<file path="src/rtl/seq_detect_param.sv">
// Serial pattern detector with runtime-loadable pattern, length and overlap
// mode, a registered one-cycle match pulse and a saturating match counter.
module seq_detect_param #(
  parameter int unsigned     PAT_W   = 8,
  parameter int unsigned     CNT_W   = 8,
  parameter logic [PAT_W-1:0] DEF_PAT = PAT_W'(8'b0000_1001),
  parameter int unsigned     DEF_LEN = 4,
  parameter logic            DEF_OVL = 1'b1
) (
  input  logic                         clk,
  input  logic                         rst_n,
  input  logic                         in_valid,
  input  logic                         in_bit,
  input  logic                         cfg_load,
  input  logic [PAT_W-1:0]             cfg_pattern,
  input  logic [$clog2(PAT_W+1)-1:0]   cfg_len,
  input  logic                         cfg_overlap,
  input  logic                         cnt_clr,
  output logic                         match,
  output logic [CNT_W-1:0]             match_count,
  output logic                         cfg_err
);

  localparam int unsigned      LEN_W   = $clog2(PAT_W + 1);
  localparam logic [LEN_W-1:0] LEN_MAX = LEN_W'(PAT_W);
  localparam logic [LEN_W-1:0] LEN_RST = LEN_W'(DEF_LEN);
  localparam logic             ERR_RST = (DEF_LEN == 0) || (DEF_LEN > PAT_W);
  localparam logic [CNT_W-1:0] CNT_MAX = '1;

  logic [PAT_W-1:0] hist_q, hist_d;
  logic [LEN_W-1:0] fill_q, fill_d;
  logic [PAT_W-1:0] pat_q,  pat_d;
  logic [LEN_W-1:0] len_q,  len_d;
  logic             ovl_q,  ovl_d;
  logic             err_q,  err_d;
  logic             match_q, match_d;
  logic [CNT_W-1:0] cnt_q,  cnt_d;

  logic [PAT_W-1:0] hist_sh;
  logic [LEN_W-1:0] fill_inc;
  logic [PAT_W-1:0] len_mask;
  logic             hit;

  // Next-state: config load, history shift, hit detection, counter update.
  always_comb begin
    hist_d   = hist_q;
    fill_d   = fill_q;
    pat_d    = pat_q;
    len_d    = len_q;
    ovl_d    = ovl_q;
    err_d    = err_q;
    match_d  = 1'b0;
    cnt_d    = cnt_q;
    hit      = 1'b0;
    hist_sh  = {hist_q[PAT_W-2:0], in_bit};
    fill_inc = (fill_q == LEN_MAX) ? fill_q : fill_q + LEN_W'(1);
    for (int i = 0; i < int'(PAT_W); i++) begin
      len_mask[i] = (LEN_W'(i) < len_q);
    end

    if (cfg_load) begin
      // New configuration restarts detection; a bit offered now is dropped.
      pat_d  = cfg_pattern;
      len_d  = cfg_len;
      ovl_d  = cfg_overlap;
      err_d  = (cfg_len == '0) || (cfg_len > LEN_MAX);
      hist_d = '0;
      fill_d = '0;
    end else if (in_valid) begin
      hist_d = hist_sh;
      fill_d = fill_inc;
      hit    = !err_q && (fill_inc >= len_q) &&
               (((hist_sh ^ pat_q) & len_mask) == '0);
      // Non-overlapping mode demands len fresh bits for the next match.
      if (hit && !ovl_q) begin
        fill_d = '0;
      end
    end

    match_d = hit;

    if (cnt_clr) begin
      cnt_d = '0;
    end else if (hit && (cnt_q != CNT_MAX)) begin
      cnt_d = cnt_q + CNT_W'(1);
    end
  end

  // State registers with asynchronous reset to the default configuration.
  always_ff @(posedge clk or negedge rst_n) begin
    if (!rst_n) begin
      hist_q  <= '0;
      fill_q  <= '0;
      pat_q   <= DEF_PAT;
      len_q   <= LEN_RST;
      ovl_q   <= DEF_OVL;
      err_q   <= ERR_RST;
      match_q <= 1'b0;
      cnt_q   <= '0;
    end else begin
      hist_q  <= hist_d;
      fill_q  <= fill_d;
      pat_q   <= pat_d;
      len_q   <= len_d;
      ovl_q   <= ovl_d;
      err_q   <= err_d;
      match_q <= match_d;
      cnt_q   <= cnt_d;
    end
  end

  assign match       = match_q;
  assign match_count = cnt_q;
  assign cfg_err     = err_q;

endmodule

</file>
<file path="config.mk">
export PLATFORM = sky130hd
export DESIGN_NAME = seq_detect_param
export DESIGN_NICKNAME = d
export VERILOG_FILES = /design/src/rtl/seq_detect_param.sv
export SDC_FILE = /design/constraint.sdc
export NUM_CORES = 1
export LEC_CHECK = 0
export BUFFER_PORTS_ARGS = -buffer_cell sky130_fd_sc_hd__buf_4
export CAP_MARGIN = 20
export CORE_MARGIN = 3
export CORE_UTILIZATION = 43
export CTS_CLUSTER_DIAMETER = 200
export CTS_CLUSTER_SIZE = 8
export DETAILED_ROUTE_END_ITERATION = 8
export PLACE_DENSITY = 0.65
export SETUP_SLACK_MARGIN = 0.4
export SLEW_MARGIN = 40
export SYNTH_ARGS = -nofsm -noshare
export SYNTH_HDL_FRONTEND = slang
export SYNTH_SLANG_ARGS = --single-unit
</file>
<file path="constraint.sdc">
create_clock -name clk -period 3 [get_ports clk]
set_input_delay 0.15 -clock clk [delete_from_list [all_inputs] [get_ports clk]]
set_output_delay 0.15 -clock clk [all_outputs]
set_load 0.05 [all_outputs]
</file>
# Yosys cells after proc, flatten, opt, wreduce, memory -nomap -nowiden
# Cells that the tools add are included.
# W data, S select, Z words.
[classes]
magnitude_cmp = 10
eq_ne = 2
n_bitwise = 2
n_mux = 10
add_sub_neg = 2
n_reduce_logical = 11
[op_table]
columns = ["operator", "n"]
rows = [
  ["$lt A3 B4 Y1 const A", 4],
  ["$mux W4", 4],
  ["$mux W8", 2],
  ["$mux W7", 2],
  ["$add A8 B1 Y8 const B", 1],
  ["$and A8 B8 Y8", 1],
  ["$logic_not A8 Y1", 1],
  ["$lt A1 B4 Y1 const A", 2],
  ["$lt A2 B4 Y1 const A", 2],
  ["$ne A8 B8 Y1 const B", 1],
  ["$xor A8 B8 Y8", 1],
  ["$add A4 B1 Y4 const B", 1],
  ["$eq A4 B4 Y1 const B", 1],
  ["$ge A4 B4 Y1", 1],
  ["$gt A4 B4 Y1 const B", 1],
  ["$logic_and A1 B1 Y1", 4],
  ["$logic_not A4 Y1", 1],
  ["$reduce_bool A2 Y1", 2],
  ["$logic_not A1 Y1", 2],
  ["$mux W1", 2],
  ["$logic_or A1 B1 Y1", 1],
]
[word_totals]
output_inout_bits = 10
inputBits = 19
reg_bits = 34
wordCells = 45

# Logic depth before layout (Yosys ltp)
[depth]
depth_word = 10
mapped_depth = 13

# Least setup slack after synthesis
# OpenSTA, ideal clock, no wires.
[synth_timing]
path_kind = "reg-to-reg"
start = "reg fill_q[0]"
end = "reg cnt_q[4] (netlist: match_count[4])"
arrival_time_ns = 2.546
n_path_buf = 1
path_slack_ns = 0.376
stages_incl_launch_ff = 14
cell_sequence = "dfrtp_1 inv_1 ha_1 nand2_1 nand2_1 mux2i_1 ha_1 nor3_1 or3_1 nor4_2 nand3_2 buf_6 or3_1 a21oi_1"
[synth_via]
elab_chain_cells = 9
word_cells_on_any_way = 10
[synth_lines]
columns = ["item", "line", "text"]
rows = [
  ["start: declaration", "31", "logic [LEN_W-1:0] fill_q, fill_d;"],
  ["start signal: assignment", "102", "fill_q <= fill_d;"],
  ["$add A4 B1 Y4 or $eq A4 B4 Y1 (tied branches)", "56", "fill_inc = (fill_q == LEN_MAX) ? fill_q : fill_q + LEN_W'(1);"],
  ["$mux W4 (*)", "56", ""],
  ["$ge A4 B4 Y1 (*)", "72", "hit = !err_q && (fill_inc >= len_q) &&"],
  ["$logic_and A1 B1 Y1 (*) (2 in series)", "72", ""],
  ["$mux W1 (*)", "69", "end else if (in_valid) begin"],
  ["$mux W1 (*)", "61", "if (cfg_load) begin"],
  ["$logic_and A1 B1 Y1 (*)", "84", "end else if (hit && (cnt_q != CNT_MAX)) begin"],
  ["$reduce_bool A2 Y1 (no source line) (*)", "n/a", ""],
  ["end signal: assignment", "108", "cnt_q <= cnt_d;"],
  ["end: declaration", "37", "logic [CNT_W-1:0] cnt_q, cnt_d;"],
]
# Every way passes the cells marked *; elsewhere a longest branch is shown, timed or not.
# A chain may end at the register's enable or synchronous reset.

# Worst setup path in the final report
[layout_timing]
start = "reg fill_q[1]"
end = "reg cnt_q[6] (netlist: match_count[6])"
# The elaborated chain is that of the path after synthesis.

==> results.sh <==
export IMPL_status="completed"
export IMPL_synth_area_leaders="dfrtp_1 43%, dfstp_2 6.0%, mux2_2 5.8%"
export IMPL_p_leak_nw=1.07
export IMPL_p_sw_share_pct=27.1
export IMPL_wl_per_cell_um=14.8
export IMPL_yosysWarningCount=0
export IMPL_dp_hpwl_um=2610
export IMPL_fin_tns_setup_ns=0
export IMPL_r2r_setup_slack_ns=0.42
export IMPL_yosys_top_cells_count="30 x dfrtp_1, 18 x nor2_1, 11 x o21ai_0"
export IMPL_ys_ff_latch=34
export IMPL_die_w_um=69.9
export IMPL_hp_class="input pin to flop"
export IMPL_top_layer="met4"
export IMPL_drive_above_1_share_pct=38.8
export IMPL_htreeDepth=2
export IMPL_cp_arrival_ns=2.79
export IMPL_synth_main_ff_cell="dfrtp_1"
export IMPL_initial_core_util_pct=46.2
export IMPL_finalCritPeriodShare_pct=86.0
export IMPL_numCtsBuffers=5
export IMPL_clkTransAtPathRegs_ns=0.08
export IMPL_drtAntennaViolNets=0
export IMPL_rows=22
export IMPL_pwr_share_clk_pct=32.7
export IMPL_synth_nets=191
export IMPL_io_pins=29
export IMPL_tightest_slew_ns=0.424
export IMPL_synth_largest_area_cell="dfrtp_1"
export IMPL_seq_power_share_pct=50.4
export IMPL_die_y_um=69.9
export IMPL_synth_edf_count=0
export IMPL_yosys_area_top_type_share_pct=42.7
export IMPL_cts_path_max_buffers=2
export IMPL_wl_um=3800
export IMPL_cts_root_buf="clkbuf_8"
export IMPL_power_mw=1.00
export IMPL_cts_num_sinks=34
export IMPL_gp_congestion=0.766
export IMPL_grt_remaining_overflow=0
export IMPL_internal_power_uw=730
export IMPL_rsz0062_at_grt="yes"
export IMPL_insertion_delay_ns=0.29
export IMPL_met1_length_um=1770
export IMPL_grt_pass1_wl_um=6480
export IMPL_worstSetupPathType="flop to flop"
export IMPL_grt_antenna_before_repair=0
export IMPL_die_area_mm2=0.00489
export IMPL_reg2reg_from="fill_q[1]$_DFFE_PN0P_"
export IMPL_syn_area_per_cell_um2=10.6
export IMPL_p_comb_share_pct=16.9
export IMPL_maxCapViolations=0
export IMPL_via_count=1362
export IMPL_hold_depth=2
export IMPL_ys_seq_area_share_pct=48.7
export IMPL_core_area_mm2=0.00380
export IMPL_netlist_instances=165
export IMPL_fin_skew_ns=0.0120
export IMPL_grt_usage_pct=16.7
export IMPL_nets=234
export IMPL_finalCriticalPeriod_ns=2.58
export IMPL_firstDrtPassIters=4
export IMPL_worstPathMaxFanout=5
export IMPL_grt_pass1_vias=1438
export IMPL_setup_viol=0
export IMPL_reg2reg_depth=11
export IMPL_cts_tree="yes"
export IMPL_via_per_inst=5.30
export IMPL_dr_wl_met3_um=180
export IMPL_port_buffer_count=28
export IMPL_endpoint_kind="flop"
export IMPL_cp_start_kind="flop"
export IMPL_antenna_cells=0
export IMPL_ir_drop_v=0.000317
export IMPL_hold_path_end="match_count[7]$_DFFE_PN0P_"
export IMPL_grt_max_degree=35
export IMPL_syn_to_final_growth_pct=30.3
export IMPL_slew_viol_final=0
export IMPL_syn_area_mm2=0.00176
export IMPL_yosysMostFrequentCell="dfrtp_1"
export IMPL_hold_viol_final=0
export IMPL_relSlewSlack_pct=71.7
export IMPL_ys_types=38
export IMPL_clock_fmax_ghz=0.388
export IMPL_route_met2_wl_um=1810
export IMPL_hp_start="cnt_clr"
export IMPL_drc=0
export IMPL_drt_initial_drc_count=60
export IMPL_async_flop_share_pct=100
export IMPL_power_density_mw_per_mm2=438
export IMPL_r2r_end="match_count[6]$_DFFE_PN0P_"
export IMPL_critical_path_required_ns=3.21
export IMPL_switchingPower_uw=272
cell usage in the layout, fill, tap and decap left out, types with 5 or more instances in the layout:
master,Yosys,final
xnor2_1,6,6
nand2_1,8,6
clkbuf_8,0,5
o21ai_0,11,10
mux2_2,9,9
mux2i_1,9,8
inv_1,7,5
buf_4,0,37
nor2_1,18,18
dfrtp_1,30,30
xor2_1,7,7
repair_timing:
item / 4_1_cts / 5_1_grt
setup buffers: 7 / 5
gates resized for setup: 11 / 14
gates cloned: 1 / 0
pin swaps: 15 / 9
setup endpoints to repair: 5 / 12
endpoints found under the hold margin: 30 / 0
hold buffers: 1 / 0
kinds of logic after synthesis:
group | after synthesis | synth area share (%)
AOI/OAI and AO/OA | 28 | 10.8
xor gates and xnor gates | 13 | 6.48
adders and majority gates | 7 | 4.99
buffers and inverters | 13 | 3.28
DFF | 34 | 48.7
muxes | 18 | 10.9
and+or+nand+nor | 52 | 14.9
worst max path at each step:
stage | startpoint | endpoint
after CTS | fill_q[0]$_DFFE_PN0P_ | match_count[5]$_DFFE_PN0P_
after global routing | fill_q[1]$_DFFE_PN0P_ | match_count[6]$_DFFE_PN0P_
after detailed placement | fill_q[0]$_DFFE_PN0P_ | match_count[6]$_DFFE_PN0P_
final | fill_q[1]$_DFFE_PN0P_ | match_count[6]$_DFFE_PN0P_
after floorplan | fill_q[0]$_DFFE_PN0P_ | match_count[4]$_DFFE_PN0P_
after global placement | fill_q[0]$_DFFE_PN0P_ | match_count[5]$_DFFE_PN0P_
sequential cells by signal, indices dropped and copies added (netlist names):
signal,count
pat_q,8
ovl_q,1
cfg_err,1
match,1
match_count,8
len_q,4
fill_q,4
hist_q,7
per-layer routing:
metal / GRT usage, % / up-vias
met3: 6.19 / 5
li1: - / 670
met5: 0 / -
met4: 6.38 / 0
met2: 26.3 / 27
met1: 20.7 / 660
metrics by stage:
stage | util, % | worst slack (ns) | instance area, um^2 | hold slack [ns] | instances
after floorplan | - | 0.508 | 1760 | -0.146 | 165
after global placement | 52.5 | 0.374 | 2000 | 0.117 | 235
after detailed placement | 52.5 | 0.213 | 2000 | 0.125 | 235
after CTS | 57.5 | 0.325 | 2190 | 0.0523 | 252
after global routing | 60.3 | 0.243 | 2290 | 0.0560 | 257
final | 60.3 | 0.421 | 2290 | 0.0647 | 257
area by class of cell:
type | count | area [um^2]
tap | 48 | 60.1
multi-input combinational | 119 | 943
fill | 328 | 1510
clock inverter | 2 | 10.0
inverter | 7 | 26.3
sequential | 34 | 856
timing repair buffer | 41 | 322
clock buffer | 6 | 72.6
power groups by stage:
stage | Sequential, mW | Combinational (mW) | Clock (mW)
after detailed placement | 0.513 | 0.138 | 0
after global placement | 0.512 | 0.132 | 0
after floorplan | 0.513 | 0.0845 | 0
final | 0.505 | 0.170 | 0.327
after CTS | 0.505 | 0.154 | 0.337
after global routing | 0.508 | 0.188 | 0.361
critical path, cell delays in order, from the launching register on:
cell     delay (ns)
dfrtp_1        0.42
buf_6          0.14
ha_4           0.15
nand2_2        0.06
mux2i_2        0.08
ha_2           0.32
nor3_1         0.04
or3_4          0.38
nor4_4         0.24
nand3_2        0.20
or3_4          0.36
a21oi_2        0.12
Power figures use the tool's default switching activity.
